<file path="src/rtl/ara_eoc_regs.sv">
// ara_eoc_regs: AXI-Lite EXIT / BUSY / CYCLES / CYC_CTRL register block for the Ara SoC.
// Define ARA_EOC_CYCLE_COUNTER_EN to build the benchmark cycle counter and its IDLE/RUN/DRAIN FSM.
module ara_eoc_regs #(
    parameter int unsigned AddrWidth = 64,
    parameter logic [63:0] BaseAddr  = 64'hD000_0000
) (
    input  logic                 clk_i,
    input  logic                 rst_ni,
    input  logic [AddrWidth-1:0] aw_addr_i,
    input  logic                 aw_valid_i,
    output logic                 aw_ready_o,
    input  logic [63:0]          w_data_i,
    input  logic [7:0]           w_strb_i,
    input  logic                 w_valid_i,
    output logic                 w_ready_o,
    output logic [1:0]           b_resp_o,
    output logic                 b_valid_o,
    input  logic                 b_ready_i,
    input  logic [AddrWidth-1:0] ar_addr_i,
    input  logic                 ar_valid_i,
    output logic                 ar_ready_o,
    output logic [63:0]          r_data_o,
    output logic [1:0]           r_resp_o,
    output logic                 r_valid_o,
    input  logic                 r_ready_i,
    input  logic                 ara_busy_i,
    output logic [63:0]          exit_o
);
    localparam logic [AddrWidth-1:0] LBase      = AddrWidth'(BaseAddr);
    localparam logic [1:0]           RespOkay   = 2'b00;
    localparam logic [1:0]           RespSlvErr = 2'b10;

    logic [63:0] r_exit;
    logic        r_busy;
    logic        r_b_valid;
    logic [1:0]  r_b_resp;
    logic        r_r_valid;
    logic [63:0] r_r_data;
    logic [1:0]  r_r_resp;

    logic        w_wr_acc;
    logic        w_rd_acc;
    logic        w_aw_hit;
    logic        w_ar_hit;
    logic [63:0] w_exit_d;
    logic [1:0]  w_b_resp;
    logic [63:0] w_r_data;
    logic [1:0]  w_r_resp;
    logic [63:0] w_cycles;
    logic        w_unused;

    assign w_unused   = ^{aw_addr_i[2:0], ar_addr_i[2:0]};
    assign w_aw_hit   = (aw_addr_i[AddrWidth-1:5] == LBase[AddrWidth-1:5]);
    assign w_ar_hit   = (ar_addr_i[AddrWidth-1:5] == LBase[AddrWidth-1:5]);
    assign w_wr_acc   = aw_valid_i && w_valid_i && !r_b_valid;
    assign w_rd_acc   = ar_valid_i && !r_r_valid;
    assign aw_ready_o = w_wr_acc;
    assign w_ready_o  = w_wr_acc;
    assign ar_ready_o = !r_r_valid;
    assign b_valid_o  = r_b_valid;
    assign b_resp_o   = r_b_resp;
    assign r_valid_o  = r_r_valid;
    assign r_data_o   = r_r_data;
    assign r_resp_o   = r_r_resp;
    assign exit_o     = r_exit;

`ifdef ARA_EOC_CYCLE_COUNTER_EN
    typedef enum logic [1:0] {IDLE, RUN, DRAIN} cyc_state_e;
    cyc_state_e  r_state;
    cyc_state_e  w_state_d;
    logic [63:0] r_cnt;
    logic        w_run_wr;
    logic        w_cnt_clr;
    logic        w_cnt_inc;
    assign w_cycles = r_cnt;
`else
    assign w_cycles = '0;
`endif

    // EXIT becomes read-only once the done bit is set; the write still completes OKAY.
    always_comb begin
        w_exit_d = r_exit;
        w_b_resp = RespOkay;
`ifdef ARA_EOC_CYCLE_COUNTER_EN
        w_run_wr = 1'b0;
`endif
        if (!w_aw_hit) begin
            w_b_resp = RespSlvErr;
        end else begin
            case (aw_addr_i[4:3])
                2'd0: begin
                    if (!r_exit[0]) begin
                        for (int unsigned i = 0; i < 8; i++) begin
                            if (w_strb_i[i]) w_exit_d[8*i +: 8] = w_data_i[8*i +: 8];
                        end
                    end
                end
                2'd1, 2'd2: w_b_resp = RespSlvErr;
                default: begin
`ifdef ARA_EOC_CYCLE_COUNTER_EN
                    w_run_wr = w_wr_acc && w_strb_i[0];
`endif
                end
            endcase
        end
    end

    always_comb begin
        w_r_data = '0;
        w_r_resp = RespOkay;
        if (!w_ar_hit) begin
            w_r_resp = RespSlvErr;
        end else begin
            case (ar_addr_i[4:3])
                2'd0:    w_r_data = r_exit;
                2'd1:    w_r_data = {63'd0, r_busy};
                2'd2:    w_r_data = w_cycles;
                default: w_r_data = '0;
            endcase
        end
    end

    always_ff @(posedge clk_i or negedge rst_ni) begin
        if (!rst_ni) begin
            r_exit    <= '0;
            r_busy    <= 1'b0;
            r_b_valid <= 1'b0;
            r_b_resp  <= '0;
            r_r_valid <= 1'b0;
            r_r_data  <= '0;
            r_r_resp  <= '0;
        end else begin
            r_busy <= ara_busy_i;
            if (w_wr_acc) begin
                r_exit    <= w_exit_d;
                r_b_valid <= 1'b1;
                r_b_resp  <= w_b_resp;
            end else if (b_ready_i) begin
                r_b_valid <= 1'b0;
            end
            if (w_rd_acc) begin
                r_r_valid <= 1'b1;
                r_r_data  <= w_r_data;
                r_r_resp  <= w_r_resp;
            end else if (r_ready_i) begin
                r_r_valid <= 1'b0;
            end
        end
    end

`ifdef ARA_EOC_CYCLE_COUNTER_EN
    // DRAIN keeps counting until the registered busy flag shows the vector unit has emptied.
    always_comb begin
        w_state_d = r_state;
        w_cnt_clr = 1'b0;
        w_cnt_inc = 1'b0;
        unique case (r_state)
            IDLE: begin
                if (w_run_wr && w_data_i[0]) begin
                    w_state_d = RUN;
                    w_cnt_clr = 1'b1;
                end
            end
            RUN: begin
                w_cnt_inc = 1'b1;
                if (w_run_wr && !w_data_i[0]) w_state_d = DRAIN;
            end
            DRAIN: begin
                w_cnt_inc = r_busy;
                if (w_run_wr && w_data_i[0]) w_state_d = RUN;
                else if (!r_busy)            w_state_d = IDLE;
            end
            default: w_state_d = IDLE;
        endcase
    end

    always_ff @(posedge clk_i or negedge rst_ni) begin
        if (!rst_ni) begin
            r_state <= IDLE;
            r_cnt   <= '0;
        end else begin
            r_state <= w_state_d;
            if (w_cnt_clr)                     r_cnt <= '0;
            else if (w_cnt_inc && r_cnt != '1) r_cnt <= r_cnt + 64'd1;
        end
    end
`endif

endmodule

</file>
<file path="config.mk">
export PLATFORM = sky130hd
export DESIGN_NAME = ara_eoc_regs
export DESIGN_NICKNAME = d
export VERILOG_FILES = /design/src/rtl/ara_eoc_regs.sv
export SDC_FILE = /design/constraint.sdc
export NUM_CORES = 1
export LEC_CHECK = 0
export CORE_AREA = 2 2 135 137
export CTS_CLUSTER_SIZE = 20
export DETAILED_ROUTE_END_ITERATION = 16
export DIE_AREA = 0 0 137 139
export PLACE_DENSITY = 0.77
export SKIP_CTS_REPAIR_TIMING = 1
export SYNTH_ARGS = -nofsm -noshare
export SYNTH_HDL_FRONTEND = slang
export SYNTH_SLANG_ARGS = --single-unit
</file>
<file path="constraint.sdc">
create_clock -name clk_i -period 4.1 [get_ports clk_i]
set_clock_uncertainty 0.15 [all_clocks]
set_input_delay 0.82 -clock clk_i [delete_from_list [all_inputs] [get_ports clk_i]]
set_output_delay 0.82 -clock clk_i [all_outputs]
set_load 0.03 [all_outputs]
</file>
## Yosys cells after proc, flatten, opt, wreduce, memory -nomap -nowiden

Cells that the tools add are included.

- Reduce and logical (&&, ||, !) cells: 19
- Bitwise operators: 1
- Multiplexer cells: 11
- Eq/ne operators: 5

Operators with widths:

| cell | count |
|---|---|
| 64-bit one-hot mux with 2 select lines | 1 |
| 59-bit by 27-bit equality test with 1-bit output, second input constant | 2 |
| 64-bit two-way mux | 1 |
| 5-bit AND reduction | 8 |
| 1-bit two-way mux | 6 |
| 2-bit two-way mux | 3 |
| 2-bit by 1-bit equality test with 1-bit output, second input constant | 2 |
| 2-bit zero test | 2 |
| 2-bit nonzero test | 2 |
| 1-bit logical AND | 3 |
| 3-bit AND reduction | 1 |
| 2-bit equality test, second input constant | 1 |
| 1-bit zero test | 2 |
| 2-bit OR reduction | 1 |
| 1-bit inverter | 1 |

- Register bits after elaboration: 135
- Word-level logic and storage cells: 51

## Depth between registers and ports, before layout

- Depth after elaboration: 4
- Gate-level depth with buffers: 7

## Least setup slack after synthesis

Ideal clock, no wire load.

- Kind: input port to flip-flop
- Start: input port w_valid_i
- End: register r_exit[10], in the netlist exit_o[10]
- Library setup time: 0.125 ns
- Slack: 1.488 ns
- Data required time: 3.825 ns
- Path buffers: 2
- Data arrival time: 2.338 ns
- Stages: 7
- Cells stage by stage: and3b_1 -> clkbuf_1 -> and2_1 -> nor2b_1 -> buf_4 -> nand3_4 -> mux2_2

- Longest elaborated chain between the ends: 3

RTL lines:

| what | line | text |
|---|---|---|
| from (decl) | 14 | `input logic w_valid_i,` |
| 1-bit logical AND (2 in series) | 55 | `assign w_wr_acc = aw_valid_i && w_valid_i && !r_b_valid;` |
| named net aw_ready_o | 11 | `output logic aw_ready_o,` |
| 5-bit AND reduction (no source line) | -- |  |
| to (signal assigned) | 135 | `r_exit <= w_exit_d;` |
| to (decl) | 33 | `logic [63:0] r_exit;` |

The timed path passes the listed nets, and every way through them passes these cells.
A chain may end at the register's enable or synchronous reset.

## Worst setup path after layout

- Start: input port w_valid_i
- End: output port w_ready_o

- Longest elaborated chain between the ends: 2

RTL lines:

| what | line | text |
|---|---|---|
| 1-bit logical AND (2 in series) | 55 |  |
| to (decl) | 15 | `output logic w_ready_o,` |

No other way between the ends.

==> impl_metrics.json <==
{
  "first_pass_iters": 4,
  "core_mm2": 0.01766,
  "cts.sinks": 133,
  "grt_usage_pct": 19.06,
  "status": "finished clean",
  "p_total_mw": 3.117,
  "htree_levels": 4,
  "yosysUniqueCellTypes": 33,
  "max_freq_mhz": 303.4,
  "netlist.area_leader.share_pct": 62.78,
  "worst_pin_slew_ns": 0.8784,
  "portBuffers": 336,
  "rsz0062_at_grt": "no",
  "yosys-top-cells-count": "dfrtp_1 (133), a22o_1 (63), mux2_2 (63), nor4_1 (22)",
  "arrival_ns": 2.33,
  "fin_crit_sh_pct": 80.40,
  "ios": 345,
  "path_max_fanout": 6,
  "min_period_ns": 3.296,
  "p_int_mw": 2.457,
  "whs_ns": 0.3295,
  "report.final.slew_viol_count": 0,
  "wl_per_cell_um": 19.14,
  "hold_viol": 0,
  "synth-edff-count": 0,
  "die_h_um": 139,
  "min_path_type": "input port to async pin",
  "cap_violations": 0,
  "gr-total-overflow": 0,
  "ys_ff_latch": 133,
  "end_kind": "output pin",
  "clk_latency_ns": 0.42,
  "clkSlewWorstSetupHoldPaths_ns": 0.06,
  "p_sw_share_pct": 21.17,
  "yosysMostFrequentCell": "dfrtp_1",
  "grt_pass1_wl_mm": 27.89,
  "grt_max_degree": 98,
  "via_per_inst": 4.821,
  "first_iter_violations": 143,
  "die_x_um": 137,
  "clock_path_buffers": 2,
  "syn_area_mm2": 0.005301,
  "design.die.area_mm2": 0.01904,
  "max_slew_margin_pct": 41.44,
  "drtAntennaViolNets": 0,
  "root_buffer": "clkbuf_16",
  "powerDensity_mw_per_mm2": 328.9,
  "async_flop_share_pct": 100.0,
  "p_seq_share_pct": 42.3,
  "setup-violations-final": 0,
  "cp-start-kind": "input port",
  "ys_warn_count": 0,
  "antenna_found_initial": 0,
  "vias": 4498,
  "dpl.hpwl_mm": 13.25,
  "gp_congestion": 0.9843,
  "p_clk_share_pct": 48.1,
  "rows": 49,
  "totalWireLength_mm": 17.86,
  "numCtsBuffers": 17,
  "power_frac_comb_pct": 9.6,
  "drive_gt1_share_pct": 16.62,
  "synth_area_leader_cell": "dfrtp_1",
  "p_sw_uw": 659.8,
  "ys.flop_type": "dfrtp_1",
  "insertedDiodeCount": 0,
  "fin_tns_setup_ns": 0,
  "avgSynthCellArea_um2": 15.19,
  "yosysSeqAreaShare_pct": 62.78,
  "grt_pass1_vias": 4966,
  "irDropWorstVdd_uv": 277.5,
  "synthCells": 349,
  "nFillCells": 1476,
  "area_delta_synth_final_pct": 78.76,
  "fin_nets": 901,
  "crit_type": "input port to output pin",
  "synth_area_leaders": "dfrtp_1 (63%), mux2_2 (13%), a22o_1 (10%), nand3_4 (2.6%), nor4_1 (2.6%)",
  "cts_tree": "yes",
  "p_leak_nw": 4.125,
  "crit_required_ns": 3.13,
  "drc_errors": 0,
  "start_util_pct": 30.02
}
[cell families after synthesis]
| kind of cell | share of synthesized area [%] |
|---|---|
| DFF | 62.78 |
| AOI/OAI and AO/OA | 11.28 |
| muxes | 13.57 |
| and+or+nand+nor | 9.157 |
| buffers and inverters | 2.903 |
| adders and majority gates | 0.2360 |
| other | 0.07074 |
[registers in the layout, summed over array words and instances (netlist names)]
signal	count
r_valid_o	1
r_data_o	64
b_valid_o	1
b_resp_o	1
exit_o	64
r_busy	1
r_resp_o	1
[critical path: stages]
cell and delay, ns:
clkdlybuf4s50_1 0.45, and3b_1 0.27, clkdlybuf4s50_1 0.77
[cell type report]
type / instances / area [um2] / area share [%]
well taps: 229 / 286.5 / 3.024
repair buffers: 342 / 3422 / 36.11
clock inverters: 8 / 98.84 / 1.043
clock buffers: 23 / 488.0 / 5.149
inverters: 5 / 18.77 / 0.1980
flip-flops and latches: 133 / 3328 / 35.12
multi-input cells: 193 / 1834 / 19.36
[power by group through the flow]
stage | combinational [mW] | sequential [mW] | clock, mW
2_1_floorplan | 0.0440 | 1.35 | 0
3_3_place_gp | 0.295 | 1.34 | 0
3_5_place_dp | 0.300 | 1.34 | 0
4_1_cts | 0.302 | 1.32 | 1.53
5_1_grt | 0.321 | 1.32 | 1.59
6_report | 0.300 | 1.32 | 1.50
[cells in the final DEF, fill, tap and decap left out, types with 2 or more instances in the layout]
| cell type | Yosys | routed |
|---|---|---|
| nor3_1 | 2 | 2 |
| nand3_4 | 8 | 8 |
| nor4_2 | 2 | 3 |
| clkinvlp_4 | 0 | 2 |
| dfrtp_1 | 133 | 133 |
| mux2_2 | 63 | 63 |
| clkbuf_16 | 0 | 17 |
| bufinv_16 | 0 | 2 |
| conb_1 | 1 | 2 |
| nand4_1 | 7 | 7 |
| inv_1 | 5 | 5 |
| clkbuf_1 | 8 | 2 |
| a22o_1 | 63 | 63 |
| nor4b_1 | 3 | 3 |
| nor4_1 | 22 | 21 |
| buf_4 | 5 | 5 |
| clkinv_2 | 0 | 3 |
| clkdlybuf4s50_1 | 0 | 335 |
| clkbuf_8 | 0 | 4 |
[path summary, 6_finish.rpt]
path	from	endpoint	slack, ns	cells past startpoint
max in group asynchronous	rst_ni	exit_o[37]	2.64	2
min reg2reg	r_data_o[56]	r_data_o[56]	0.35	1
max reg2reg	b_valid_o	exit_o[32]	1.99	6
min in group clk_i	r_data_o[56]	r_data_o[56]	0.35	1
max	w_valid_i	w_ready_o	0.80	3
min	rst_ni	exit_o[40]	0.33	1
[per-stage QoR]
| stage | cell area [um2] | cells | util [%] | setup slack (ns) |
|---|---|---|---|---|
| after detailed placement | 8890 | 902 | 50.35 | 0.8286 |
| after global placement | 8890 | 902 | 50.35 | 0.8271 |
| after global routing | 9477 | 933 | 53.67 | 0.7621 |
| after CTS | 9477 | 933 | 53.67 | 0.8212 |
| final | 9477 | 933 | 53.67 | 0.8037 |
| after floorplan | 5305 | 350 | - | 1.488 |
[metal layers]
metal | vias to the layer above | track usage [%] | routed length, um
li1 | 2029 | - | -
met1 | 2251 | 24.52 | 7597
met2 | 192 | 29.62 | 8418
met3 | 26 | 6.871 | 1475
met4 | 0 | 6.565 | 364
met5 | - | 0 | 0
No activity file was read; power rests on OpenSTA's default activity.
